<file path="src/rtl/act_issuer.sv">
// act_issuer: sequences the three configuration loads (bias, M_w, M_a) into
// the ACT unit, streams partial sums into it, packs the returned 8-bit
// results little-endian into 32-bit words and buffers them in a small FIFO.
//
// Optional feature: define ACT_ISSUER_SKIP_EN to skip any load whose value
// matches the last value issued since reset.
//
// Ports
//   clk, rst                 clock, asynchronous active-high reset
//   cfg_valid/cfg_ready      configuration handshake (ready only in IDLE)
//   cfg_bias, cfg_mw, cfg_ma bias b_f, M_w and M_a ({exp[31:16], mant[15:0]})
//   ps_valid/ps_ready        partial-sum handshake; ps_data, ps_last
//   op_type, data_in         registered ACT command and operand
//   data_act                 ACT result, ACT_LAT cycles after its command
//   out_valid/out_ready      packed-word handshake; out_data, out_last
//   busy                     state not IDLE or FIFO not empty
//
// state | meaning
// IDLE  | waiting for a configuration handshake
// LD_B  | issuing load of bias b_f (op_type 1)
// LD_MW | issuing load of M_w (op_type 2)
// LD_MA | issuing load of M_a (op_type 3)
// RUN   | accepting partial sums
// DRAIN | last sum accepted; waiting for results, flushing partial word
module act_issuer #(
   parameter int ACT_LAT    = 1,
   parameter int FIFO_DEPTH = 2
) (
   input  logic        clk,
   input  logic        rst,
   input  logic        cfg_valid,
   output logic        cfg_ready,
   input  logic [15:0] cfg_bias,
   input  logic [31:0] cfg_mw,
   input  logic [31:0] cfg_ma,
   input  logic        ps_valid,
   output logic        ps_ready,
   input  logic [31:0] ps_data,
   input  logic        ps_last,
   output logic [1:0]  op_type,
   output logic [31:0] data_in,
   input  logic [7:0]  data_act,
   output logic        out_valid,
   input  logic        out_ready,
   output logic [31:0] out_data,
   output logic        out_last,
   output logic        busy
);

   localparam int PW = (FIFO_DEPTH > 2) ? 2 : 1;

   typedef enum logic [2:0] {IDLE, LD_B, LD_MW, LD_MA, RUN, DRAIN} state_t;

   state_t state_q, state_d;

   logic [15:0] bias_q;
   logic [31:0] mw_q, ma_q;
   logic        need_b, need_mw, need_ma;
   logic        need_mw_q, need_ma_q;
   logic        cfg_fire, ps_fire;
   logic        issue_q;
   logic [ACT_LAT-1:0] tag_q;
   logic        cap;
   logic [3:0]  inflight;
   logic [5:0]  credit;
   logic [23:0] word_q;
   logic [1:0]  byte_cnt_q;
   logic        push, push_last, pop;
   logic [31:0] push_data;
   logic [32:0] mem [FIFO_DEPTH];
   logic [PW-1:0] wr_ptr_q, rd_ptr_q;
   logic [2:0]  fifo_cnt_q;

`ifdef ACT_ISSUER_SKIP_EN
   logic cache_ok_q;
   assign need_b  = !cache_ok_q || (cfg_bias != bias_q);
   assign need_mw = !cache_ok_q || (cfg_mw != mw_q);
   assign need_ma = !cache_ok_q || (cfg_ma != ma_q);

   // The cfg registers double as the "last issued" cache: after a handshake
   // every differing value is loaded, so they always match what ACT holds.
   always_ff @(posedge clk or posedge rst) begin
      if (rst)           cache_ok_q <= 1'b0;
      else if (cfg_fire) cache_ok_q <= 1'b1;
   end
`else
   assign need_b  = 1'b1;
   assign need_mw = 1'b1;
   assign need_ma = 1'b1;
`endif

   assign cfg_ready = (state_q == IDLE);
   assign cfg_fire  = cfg_valid && cfg_ready;
   assign ps_fire   = ps_valid && ps_ready;
   assign cap       = tag_q[ACT_LAT-1];

   always_comb begin
      inflight = {3'b000, issue_q};
      for (int i = 0; i < ACT_LAT; i++) inflight = inflight + {3'b000, tag_q[i]};
   end

   // Bytes committed (in flight, packed, or in the FIFO) may never exceed
   // the FIFO capacity, so a push always finds room.
   assign credit   = 6'(inflight) + 6'(byte_cnt_q) + {1'b0, fifo_cnt_q, 2'b00};
   assign ps_ready = (state_q == RUN) && (credit < 6'(4 * FIFO_DEPTH));

   always_comb begin
      state_d = state_q;
      case (state_q)
         IDLE:  if (cfg_valid)
                   state_d = need_b ? LD_B : need_mw ? LD_MW : need_ma ? LD_MA : RUN;
         LD_B:  state_d = need_mw_q ? LD_MW : need_ma_q ? LD_MA : RUN;
         LD_MW: state_d = need_ma_q ? LD_MA : RUN;
         LD_MA: state_d = RUN;
         RUN:   if (ps_fire && ps_last) state_d = DRAIN;
         DRAIN: if (inflight == 4'd0) state_d = IDLE;
         default: state_d = IDLE;
      endcase
   end

   always_ff @(posedge clk or posedge rst) begin
      if (rst) state_q <= IDLE;
      else     state_q <= state_d;
   end

   // Loads leaving IDLE take the operand straight from the cfg inputs, since
   // the cfg registers only capture it on that same edge.
   always_ff @(posedge clk or posedge rst) begin
      if (rst) begin
         op_type <= 2'd0;
         data_in <= 32'd0;
         issue_q <= 1'b0;
      end else begin
         issue_q <= ps_fire;
         case (state_d)
            LD_B: begin
               op_type <= 2'd1;
               data_in <= {16'h0000, (state_q == IDLE) ? cfg_bias : bias_q};
            end
            LD_MW: begin
               op_type <= 2'd2;
               data_in <= (state_q == IDLE) ? cfg_mw : mw_q;
            end
            LD_MA: begin
               op_type <= 2'd3;
               data_in <= (state_q == IDLE) ? cfg_ma : ma_q;
            end
            default: begin
               op_type <= 2'd0;
               data_in <= ps_fire ? ps_data : 32'd0;
            end
         endcase
      end
   end

   always_ff @(posedge clk or posedge rst) begin
      if (rst) begin
         bias_q    <= 16'd0;
         mw_q      <= 32'd0;
         ma_q      <= 32'd0;
         need_mw_q <= 1'b1;
         need_ma_q <= 1'b1;
      end else if (cfg_fire) begin
         bias_q    <= cfg_bias;
         mw_q      <= cfg_mw;
         ma_q      <= cfg_ma;
         need_mw_q <= need_mw;
         need_ma_q <= need_ma;
      end
   end

   always_ff @(posedge clk or posedge rst) begin
      if (rst) begin
         tag_q <= '0;
      end else begin
         tag_q[0] <= issue_q;
         for (int i = 1; i < ACT_LAT; i++) tag_q[i] <= tag_q[i-1];
      end
   end

   // Byte 0 clears the upper bytes so a flushed partial word is zero-padded.
   always_ff @(posedge clk or posedge rst) begin
      if (rst) begin
         word_q     <= 24'd0;
         byte_cnt_q <= 2'd0;
      end else if (cap) begin
         byte_cnt_q <= byte_cnt_q + 2'd1;
         case (byte_cnt_q)
            2'd0:    word_q <= {16'h0000, data_act};
            2'd1:    word_q[15:8]  <= data_act;
            2'd2:    word_q[23:16] <= data_act;
            default: word_q <= 24'd0;
         endcase
      end else if (push) begin
         word_q     <= 24'd0;
         byte_cnt_q <= 2'd0;
      end
   end

   // In DRAIN nothing new is issued, so a capture with one result left in
   // flight is the final byte of the stream.
   always_comb begin
      push      = 1'b0;
      push_data = 32'd0;
      push_last = 1'b0;
      if (cap && (byte_cnt_q == 2'd3)) begin
         push      = 1'b1;
         push_data = {data_act, word_q};
         push_last = (state_q == DRAIN) && (inflight == 4'd1);
      end else if ((state_q == DRAIN) && (inflight == 4'd0) && (byte_cnt_q != 2'd0)) begin
         push      = 1'b1;
         push_data = {8'h00, word_q};
         push_last = 1'b1;
      end
   end

   function automatic logic [PW-1:0] ptr_next(input logic [PW-1:0] p);
      return (p == PW'(FIFO_DEPTH - 1)) ? '0 : p + 1'b1;
   endfunction

   assign out_valid = (fifo_cnt_q != 3'd0);
   assign pop       = out_valid && out_ready;
   assign out_data  = out_valid ? mem[rd_ptr_q][31:0] : 32'd0;
   assign out_last  = out_valid ? mem[rd_ptr_q][32] : 1'b0;
   assign busy      = (state_q != IDLE) || out_valid;

   always_ff @(posedge clk) begin
      if (push) mem[wr_ptr_q] <= {push_last, push_data};
   end

   always_ff @(posedge clk or posedge rst) begin
      if (rst) begin
         wr_ptr_q   <= '0;
         rd_ptr_q   <= '0;
         fifo_cnt_q <= 3'd0;
      end else begin
         if (push) wr_ptr_q <= ptr_next(wr_ptr_q);
         if (pop)  rd_ptr_q <= ptr_next(rd_ptr_q);
         fifo_cnt_q <= fifo_cnt_q + {2'b00, push} - {2'b00, pop};
      end
   end

endmodule

</file>
<file path="config.mk">
export PLATFORM = sky130hd
export DESIGN_NAME = act_issuer
export DESIGN_NICKNAME = d
export VERILOG_FILES = /design/src/rtl/act_issuer.sv
export SDC_FILE = /design/constraint.sdc
export NUM_CORES = 1
export LEC_CHECK = 0
export ABC_AREA = 1
export BUFFER_PORTS_ARGS = -buffer_cell sky130_fd_sc_hd__clkbuf_2
export CAP_MARGIN = 25
export CORE_ASPECT_RATIO = 0.8
export CORE_MARGIN = 4
export CORE_UTILIZATION = 29
export DETAILED_ROUTE_END_ITERATION = 10
export GPL_ROUTABILITY_DRIVEN = 0
export GPL_TIMING_DRIVEN = 0
export MAX_ROUTING_LAYER = met4
export PLACE_DENSITY_LB_ADDON = 0.08
export SLEW_MARGIN = 15
export SYNTH_ARGS = -nofsm -noshare
export SYNTH_HDL_FRONTEND = slang
export SYNTH_SLANG_ARGS = --single-unit
</file>
<file path="constraint.sdc">
create_clock -name clk -period 9.55 [get_ports clk]
set_clock_uncertainty 0.1 [all_clocks]
set_input_delay 1.91 -clock clk [delete_from_list [all_inputs] [get_ports clk]]
set_output_delay 1.91 -clock clk [all_outputs]
set_load 0.005 [all_outputs]
</file>
Yosys cells after proc, flatten, opt, wreduce, memory -nomap -nowiden
Memories as Yosys holds them, arrays and structs flattened.
Index checks and enable logic that the tools add are counted.
- memories kept: 1
- logic and storage cells: 89
- register bits: 150
- bits in writable memories: 66
- memories (name ; depth ; bits a word ; rd ports ; clocked after Yosys merged registers in ; write ports ; line ; RTL):
    mem ; 2 ; 33 ; 1 ; 0 ; 1 ; 70 ; logic [32:0] mem [FIFO_DEPTH];
- reductions and logical operators: 21
- equal/unequal tests: 15
- $lt $le $gt $ge: 1
- $add $sub $neg: 8
- multiplexer cells: 28
- operators by type and width (kind ; count):
    $mux W32 ; 5
    $pmux W32 S3 ; 1
    $mux W24 ; 3
    $pmux W8 S2 ; 3
    $pmux W3 S6 ; 1
    $mux W16 ; 1
    $eq A3 B2 Y1 const B ; 4
    $logic_and A1 B1 Y1 ; 9
    $mux W3 ; 3
    $mux W1 ; 8
    $add A3 B5 Y6 ; 1
    $eq A3 B1 Y1 const B ; 2
    $eq A3 B3 Y1 const B ; 2
    $lt A6 B4 Y1 const B ; 1
    $ne A2 B2 Y1 const B ; 3
    $pmux W2 S3 ; 1
    $reduce_and A2 Y1 ; 3
    $reduce_bool A3 Y1 ; 2
    $eq A2 B1 Y1 const B ; 2
    $eq A2 B2 Y1 const B ; 2
    $logic_not A4 Y1 ; 1
    $mux W2 ; 2
    $reduce_bool A2 Y1 ; 2
    $add A2 B2 Y3 ; 1
    other kinds (9) ; 10

Depth between registers and ports, before layout
Gate-level depths: netlist of the first run.
- depth in word-level cells: 11
- gate-level depth with buffers: 11
- depth with buffers taken out: 10

Least setup slack after synthesis of the first run
Ideal clock, no wire load.
- path kind: register -> output
- from: register tag_q, in the netlist cap
- to: output port ps_ready
- buffers on the path: 1
- arrival: 1.494 ns
- setup slack: 6.046 ns
- stages on the path, launching flop included: 11
- cell sequence: dfrtp_1 buf_2 inv_1 ha_1 nand2_1 inv_1 nand3_1 nand2_1 nor2_4 nand2_1 inv_1
- longest elaborated chain between the ends: 5
- RTL lines (item ; line ; RTL):
    start: declaration ; 62 ; logic [ACT_LAT-1:0] tag_q;
    $add A1 B1 Y2 ; 99 ; for (int i = 0; i < ACT_LAT; i++) inflight = inflight + {3'b000, tag_q[i]};
    $add A2 B2 Y3 ; 104 ; assign credit = 6'(inflight) + 6'(byte_cnt_q) + {1'b0, fifo_cnt_q, 2'b00};
    $add A3 B5 Y6 ; 104 ;
    $lt A6 B4 Y1 ; 105 ; assign ps_ready = (state_q == RUN) && (credit < 6'(4 * FIFO_DEPTH));
    $logic_and A1 B1 Y1 ; 105 ;
    end: declaration ; 37 ; output logic ps_ready,
Every way passes these cells.

Worst setup path after layout of the first run
Same ends and word-level chain as after synthesis.

==> reports/results.ini, run 1 <==
[worst_setup_path]
endpoint_kind = output pin
crit_type = reg -> out
crit_slowest_cell = dfrtp_1
crit_fanout = 9
arrival_ps = 2380
start_kind = register
max_stage_delay_ps = 380
cp_cell_sequence = buf_2 > inv_1 > ha_1 > nand2_1 > inv_1 > nand2_1 > nand3_1 > nand2_1 > nand2_1 > inv_1 > clkbuf_2
crit_path_frequent_cell = nand2_1
required_ps = 7540

[cts]
cts_buffer_depth = 2
cts_hold_buf = 0
cts_root_buffer = clkbuf_16
cts_htree_levels = 4
cts_inserted_buffers = 17
cts_sinks = 200
clock_latency_ps = 440
tritoncts = built
cts_resized = 0
clk_pin_slew_ps = 70
cts_setup_buffers = 0

[sta]
setup_viol = 0
hold_viol = 0
tns_ps = 0
slew_headroom_pct = 45.75
clock.fmax_mhz = 228.0
holdWs_ps = 312.5
slew_viol_final = 0
fin_crit_sh_pct = 45.92
period_minus_slack_ps = 4385
rsz0062_at_grt = false
worstMarginPinSlew_ps = 813.7

[power_and_ir_drop]
power_density_nw_per_um2 = 291.4
seqPwrFrac_pct = 39.2
switching_share_pct = 40.47
ir_drop_uv = 131.4
p_int_mw = 1.976
leakage_nw = 6.039
power_mw = 3.320
p_sw_mw = 1.344
power_frac_comb_pct = 39.3
clockPowerShare_pct = 21.5

[worst_hold_path]
worstHoldPathType = reg -> reg

[synth]
yosys-top-cells-count = nand2_1 (451), dfrtp_1 (134), nand4_1 (117), inv_1 (115), edfxtp_1 (66)
yosysMostFrequentCell = nand2_1
syn_avg_cell_area_um2 = 8.653
synth_top_area_share_pct = 36.35
async_flop_share_pct = 67.00
ys_ff_latch = 200
synth_top_cell_by_area = dfrtp_1
synthFlopType = dfrtp_1
seq_area_frac_synth_pct = 57.84
syn_nets = 1203
yosysUniqueCellTypes = 33
synth_area_um2 = 9224
yosys_warnings = 0
synth.area.top_cells = dfrtp_1 (36%), edfxtp_1 (21%), nand2_1 (18%), nand4_1 (7.9%), inv_1 (4.7%)
syn_inst = 1066
synth-edff-count = 66

[global_routing]
track_usage_pct = 17.09
grt_antenna_before_repair = 1
grt_pass1_vias = 7589
grt_first_pass_wirelength_um = 44770
overflow = 0
grt_max_degree = 78

[finish]
layout-drive-gt1-share_pct = 21.45
nets = 1420
n_fill_cell = 3361
final_util_pct = 36.26
final_cells = 1717
syn_to_final_growth_pct = 23.52

[drt]
initialDrtViolationCount = 475
vias_per_cell = 4.386
routedWlPerCell_um = 16.51
drc = 0
postRouteAntennaNets = 0
dr.pass1.iters = 5
vias = 7531
wirelength_um = 28340

[place]
port_buffers = 195
hpwl_um = 21530
dp_cells = 1684

[floorplan]
coreArea_um2 = 31420
fp-row-count = 58
fp.dieH_um = 167.5
dieArea_um2 = 34740
initial_utilization_pct = 29.35
die_w_um = 207.4
pin_count = 197

[run]
maxCapViolCount = 0

[run_status]
status = complete, no violations

[power by group through the flow]
stage / Clock, mW / Combinational, mW / Sequential [mW]
2_1_floorplan: 0 / 0.828 / 1.28
3_3_place_gp: 0 / 1.31 / 1.32
3_5_place_dp: 0 / 1.32 / 1.32
4_1_cts: 0.737 / 1.33 / 1.30
5_1_grt: 0.775 / 1.51 / 1.33
6_report: 0.714 / 1.31 / 1.30
[cells in the final DEF (no fill, tap or decap), types with 4 or more instances in the layout]
cell	n
clkbuf_16	17
buf_4	5
nand2_1	451
buf_6	7
clkbuf_2	196
inv_1	114
nor2_1	48
ha_1	10
clkinv_1	5
nand3_1	12
inv_6	7
a21oi_1	13
dfrtp_1	134
nand4_1	117
edfxtp_1	66
inv_4	4
buf_2	17
o21ai_0	5
clkbuf_1	32
[kinds of logic after synthesis]
family | share of synthesized area (%)
AO/OA/AOI/OAI | 1.506
XOR/XNOR | 0.1899
adder cells (fa/ha/maj) | 1.574
buffers and inverters | 8.776
flip-flops | 57.84
AND/OR/NAND/NOR | 30.11
[worst max-delay path, delay by kind of cell (launching register included)]
family                     cells  cell delay, ps
buffers and inverters          5             660
and+or+nand+nor                5             600
DFF                            1             380
adders and majority gates      1             310
[worst paths after layout]
check,from,slack (ps),cells after the start,to
max,cap$_DFF_PP0_,5160,11,ps_ready
min,issue_q$_DFF_PP0_,310,0,cap$_DFF_PP0_
max reg2reg,cap$_DFF_PP0_,6730,11,data_in[22]$_DFF_PP0_
min reg2reg,issue_q$_DFF_PP0_,310,0,cap$_DFF_PP0_
max in group asynchronous,rst,7230,3,ma_q[1]$_DFFE_PP0P_
min in group asynchronous,rst,1390,2,data_in[16]$_DFF_PP0_
[metrics by stage]
step | instance area, um^2 | setup WS [ps]
5_1_grt | 11390 | 4931
4_1_cts | 11390 | 5107
3_3_place_gp | 10730 | 1915
2_1_floorplan | 9224 | 3957
6_report | 11390 | 5165
3_5_place_dp | 10820 | 5603
[state kept, by name (all words and copies together), names as in the netlist]
name,cells
byte_cnt_q,2
cap,1
data_in,32
fifo_cnt_q,3
issue_q,1
ma_q,32
mem,66
mw_q,32
op_type,2
rd_ptr_q,1
state_q,3
word_q,24
wr_ptr_q,1
[layout make-up]
cell class	count	area [um^2]	share of cell area [%]
tap	420	525.5	4.612
antenna	1	2.502	0.02196
multi-input combinational	678	3094	27.16
sequential	200	5335	46.83
buffer	64	334.1	2.932
clock inverter	14	138.9	1.219
inverter	124	483.0	4.239
clock buffer	18	429.2	3.767
timing repair buffer	198	1051	9.225
[routing by layer]
metal  GRT usage [%]  part of all wire, %  vias to the layer above  wire length, um
li1                -                    -                     3846                -
met1           24.92                   51                     3506            14370
met2           25.44                   45                      163            12660
met3           2.866                  3.6                       16             1029
met4           3.190                 0.98                        0              279
met5               -                    0                        -                0
Power figures use the tool's default switching activity.
==> run 2: changes to the inputs <==
- clock period: 9.55 -> 3.9 ns (I/O delays scaled with it)
==> reports/results.ini, run 2 (synthesized netlist as in run 1, its figures left out) <==
[run_status]
status = complete, no violations

[cts]
cts_buffer_depth = 2  ; unchanged
cts_resized = 0  ; unchanged
cts_setup_buffers = 0  ; unchanged
cts_htree_levels = 4  ; unchanged
clk_pin_slew_ps = 70  ; about the same
tritoncts = built
clock_latency_ps = 440  ; about the same
cts_inserted_buffers = 17  ; unchanged
cts_root_buffer = clkbuf_16
cts_hold_buf = 0  ; unchanged
cts_sinks = 200  ; unchanged

[finish]
layout_common_cells = nand2_1 (451), clkbuf_2 (196), dfrtp_1 (134)
layout-drive-gt1-share_pct = 21.54  ; +0.088 points
largest_reg_flops = 66  ; unchanged
stdcell_area_um2 = 11450  ; +0.54%
n_fill_cell = 3349  ; -0.36%
regMostFlops = mem
nets = 1424  ; +0.28%
syn_to_final_growth_pct = 24.19
final_common_cell = nand2_1

[drt]
vias_per_cell = 4.375  ; -0.25%
dr.pass1.iters = 5  ; unchanged
routedWlPerCell_um = 16.68  ; +1.0%
initialDrtViolationCount = 422  ; -11%
vias = 7534  ; +0.040%
wirelength_um = 28720  ; +1.3%
postRouteAntennaNets = 0  ; unchanged
drc = 0  ; unchanged

[sta]
rsz0062_at_grt = false
fin_crit_sh_pct = 83.76
slew_viol_final = 0  ; unchanged
worstMarginPinSlew_ps = 847.4  ; +33.64 ps
clock.fmax_mhz = 306.1
slew_headroom_pct = 43.07  ; -2.7 points
setup_viol = 0  ; unchanged
tns_ps = 0  ; unchanged
hold_viol = 0  ; unchanged
period_minus_slack_ps = 3267

[global_routing]
overflow = 0  ; unchanged
grt_max_degree = 31  ; -60%
grt_antenna_before_repair = 1  ; unchanged
grt_first_pass_wirelength_um = 45130  ; +0.80%
grt_pass1_vias = 7776  ; +2.5%
track_usage_pct = 17.29  ; +0.20 points

[worst_setup_path]
cp_cell_sequence = buf_2 > inv_1 > ha_1 > nand2_1 > inv_1 > nand2_1 > nand3_1 > nand2_1 > nand2_1 > inv_1 > clkbuf_2
crit_type = reg -> out
max_stage_delay_ps = 380  ; about the same
crit_fanout = 9  ; unchanged
arrival_ps = 2390  ; about the same
crit_path_frequent_cell = nand2_1
required_ps = 3020  ; -4520 ps
critPathBufInv = 5  ; unchanged
start_kind = register
endpoint_kind = output pin
crit_family = buffers and inverters
crit_slowest_cell = dfrtp_1

[place]
place_area_um2 = 10900  ; +0.70%
hpwl_um = 22040  ; +2.4%
port_buffers = 195  ; unchanged

[run]
maxCapViolCount = 0  ; unchanged

[power_and_ir_drop]
ir_drop_uv = 295.2  ; +120%
leakage_nw = 6.062  ; +0.37%
power_density_nw_per_um2 = 709.1  ; +140%

[floorplan]
die_w_um = 207.4  ; unchanged
fp-row-count = 58  ; unchanged
fp.dieH_um = 167.5  ; unchanged
dieArea_um2 = 34740  ; unchanged
pin_count = 197  ; unchanged
initial_utilization_pct = 29.35  ; unchanged
coreArea_um2 = 31420  ; unchanged

[worst_hold_path]
worstHoldPathType = in -> async

run 2: cell types whose count changed in the layout (fill, tap and decap cells not counted), moves of 2 or more:
cell	previous run	this run
inv_8	3	0
clkbuf_1	32	34
inv_6	7	2
clkinv_2	1	3
clkinv_4	1	3
buf_12	1	5
run 2: through the flow:
step                util (%)  worst slack (ps)  total power, mW  hold WS (ps)  instances
floorplan                  -             685.4            5.152         279.8       1066
global placement       34.14            -468.6            6.458         302.2       1681
detailed placement     34.69              1077            6.496         307.0       1688
CTS                    36.44             585.9            8.243         206.2       1720
global route           36.45             398.0            8.808         216.4       1721
finish                 36.45             633.3            8.122         223.4       1722
run 2: layer usage:
| metal | up-vias | global-route usage [%] | part of all wire (%) |
|---|---|---|---|
| met5 | - | - | 0 |
| met4 | 0 | 4.109 | 1.5 |
| met3 | 22 | 3.165 | 2.9 |
| met2 | 152 | 26.04 | 46 |
| met1 | 3500 | 24.43 | 50 |
| li1 | 3860 | - | - |
run 2: final timing paths:
kind                                   startpoint                    end  slack, ps  depth (start not counted)
worst max register to register      cap$_DFF_PP0_  data_in[21]$_DFF_PP0_       1130                         11
worst min-delay path                          rst  data_in[10]$_DFF_PP0_        220                          2
worst min register to register  issue_q$_DFF_PP0_          cap$_DFF_PP0_        320                          0
max in group asynchronous                     rst   ma_q[20]$_DFFE_PP0P_       2620                          5
worst max-delay path                cap$_DFF_PP0_               ps_ready        630                         11
min in group clk                issue_q$_DFF_PP0_          cap$_DFF_PP0_        320                          0
run 2: area by class of cell:
class	instances	area (um^2)	share of cell area [%]
diodes	2	5.005	0.04369
plain buffers	64	334.1	2.916
clock buffers	21	450.4	3.932
clock inverters	11	100.1	0.8738
inverters	124	479.2	4.184
multi-input cells	678	3094	27.01
flip-flops and latches	200	5335	46.58
well taps	420	525.5	4.588
repair buffers	202	1131	9.874
run 2: power breakdown:
part / switching [mW] / total (mW) / internal (mW)
Combinational: 2.10 / 3.22 / 1.12
Clock: 0.817 / 1.72 / 0.900
Sequential: 0.362 / 3.19 / 2.83
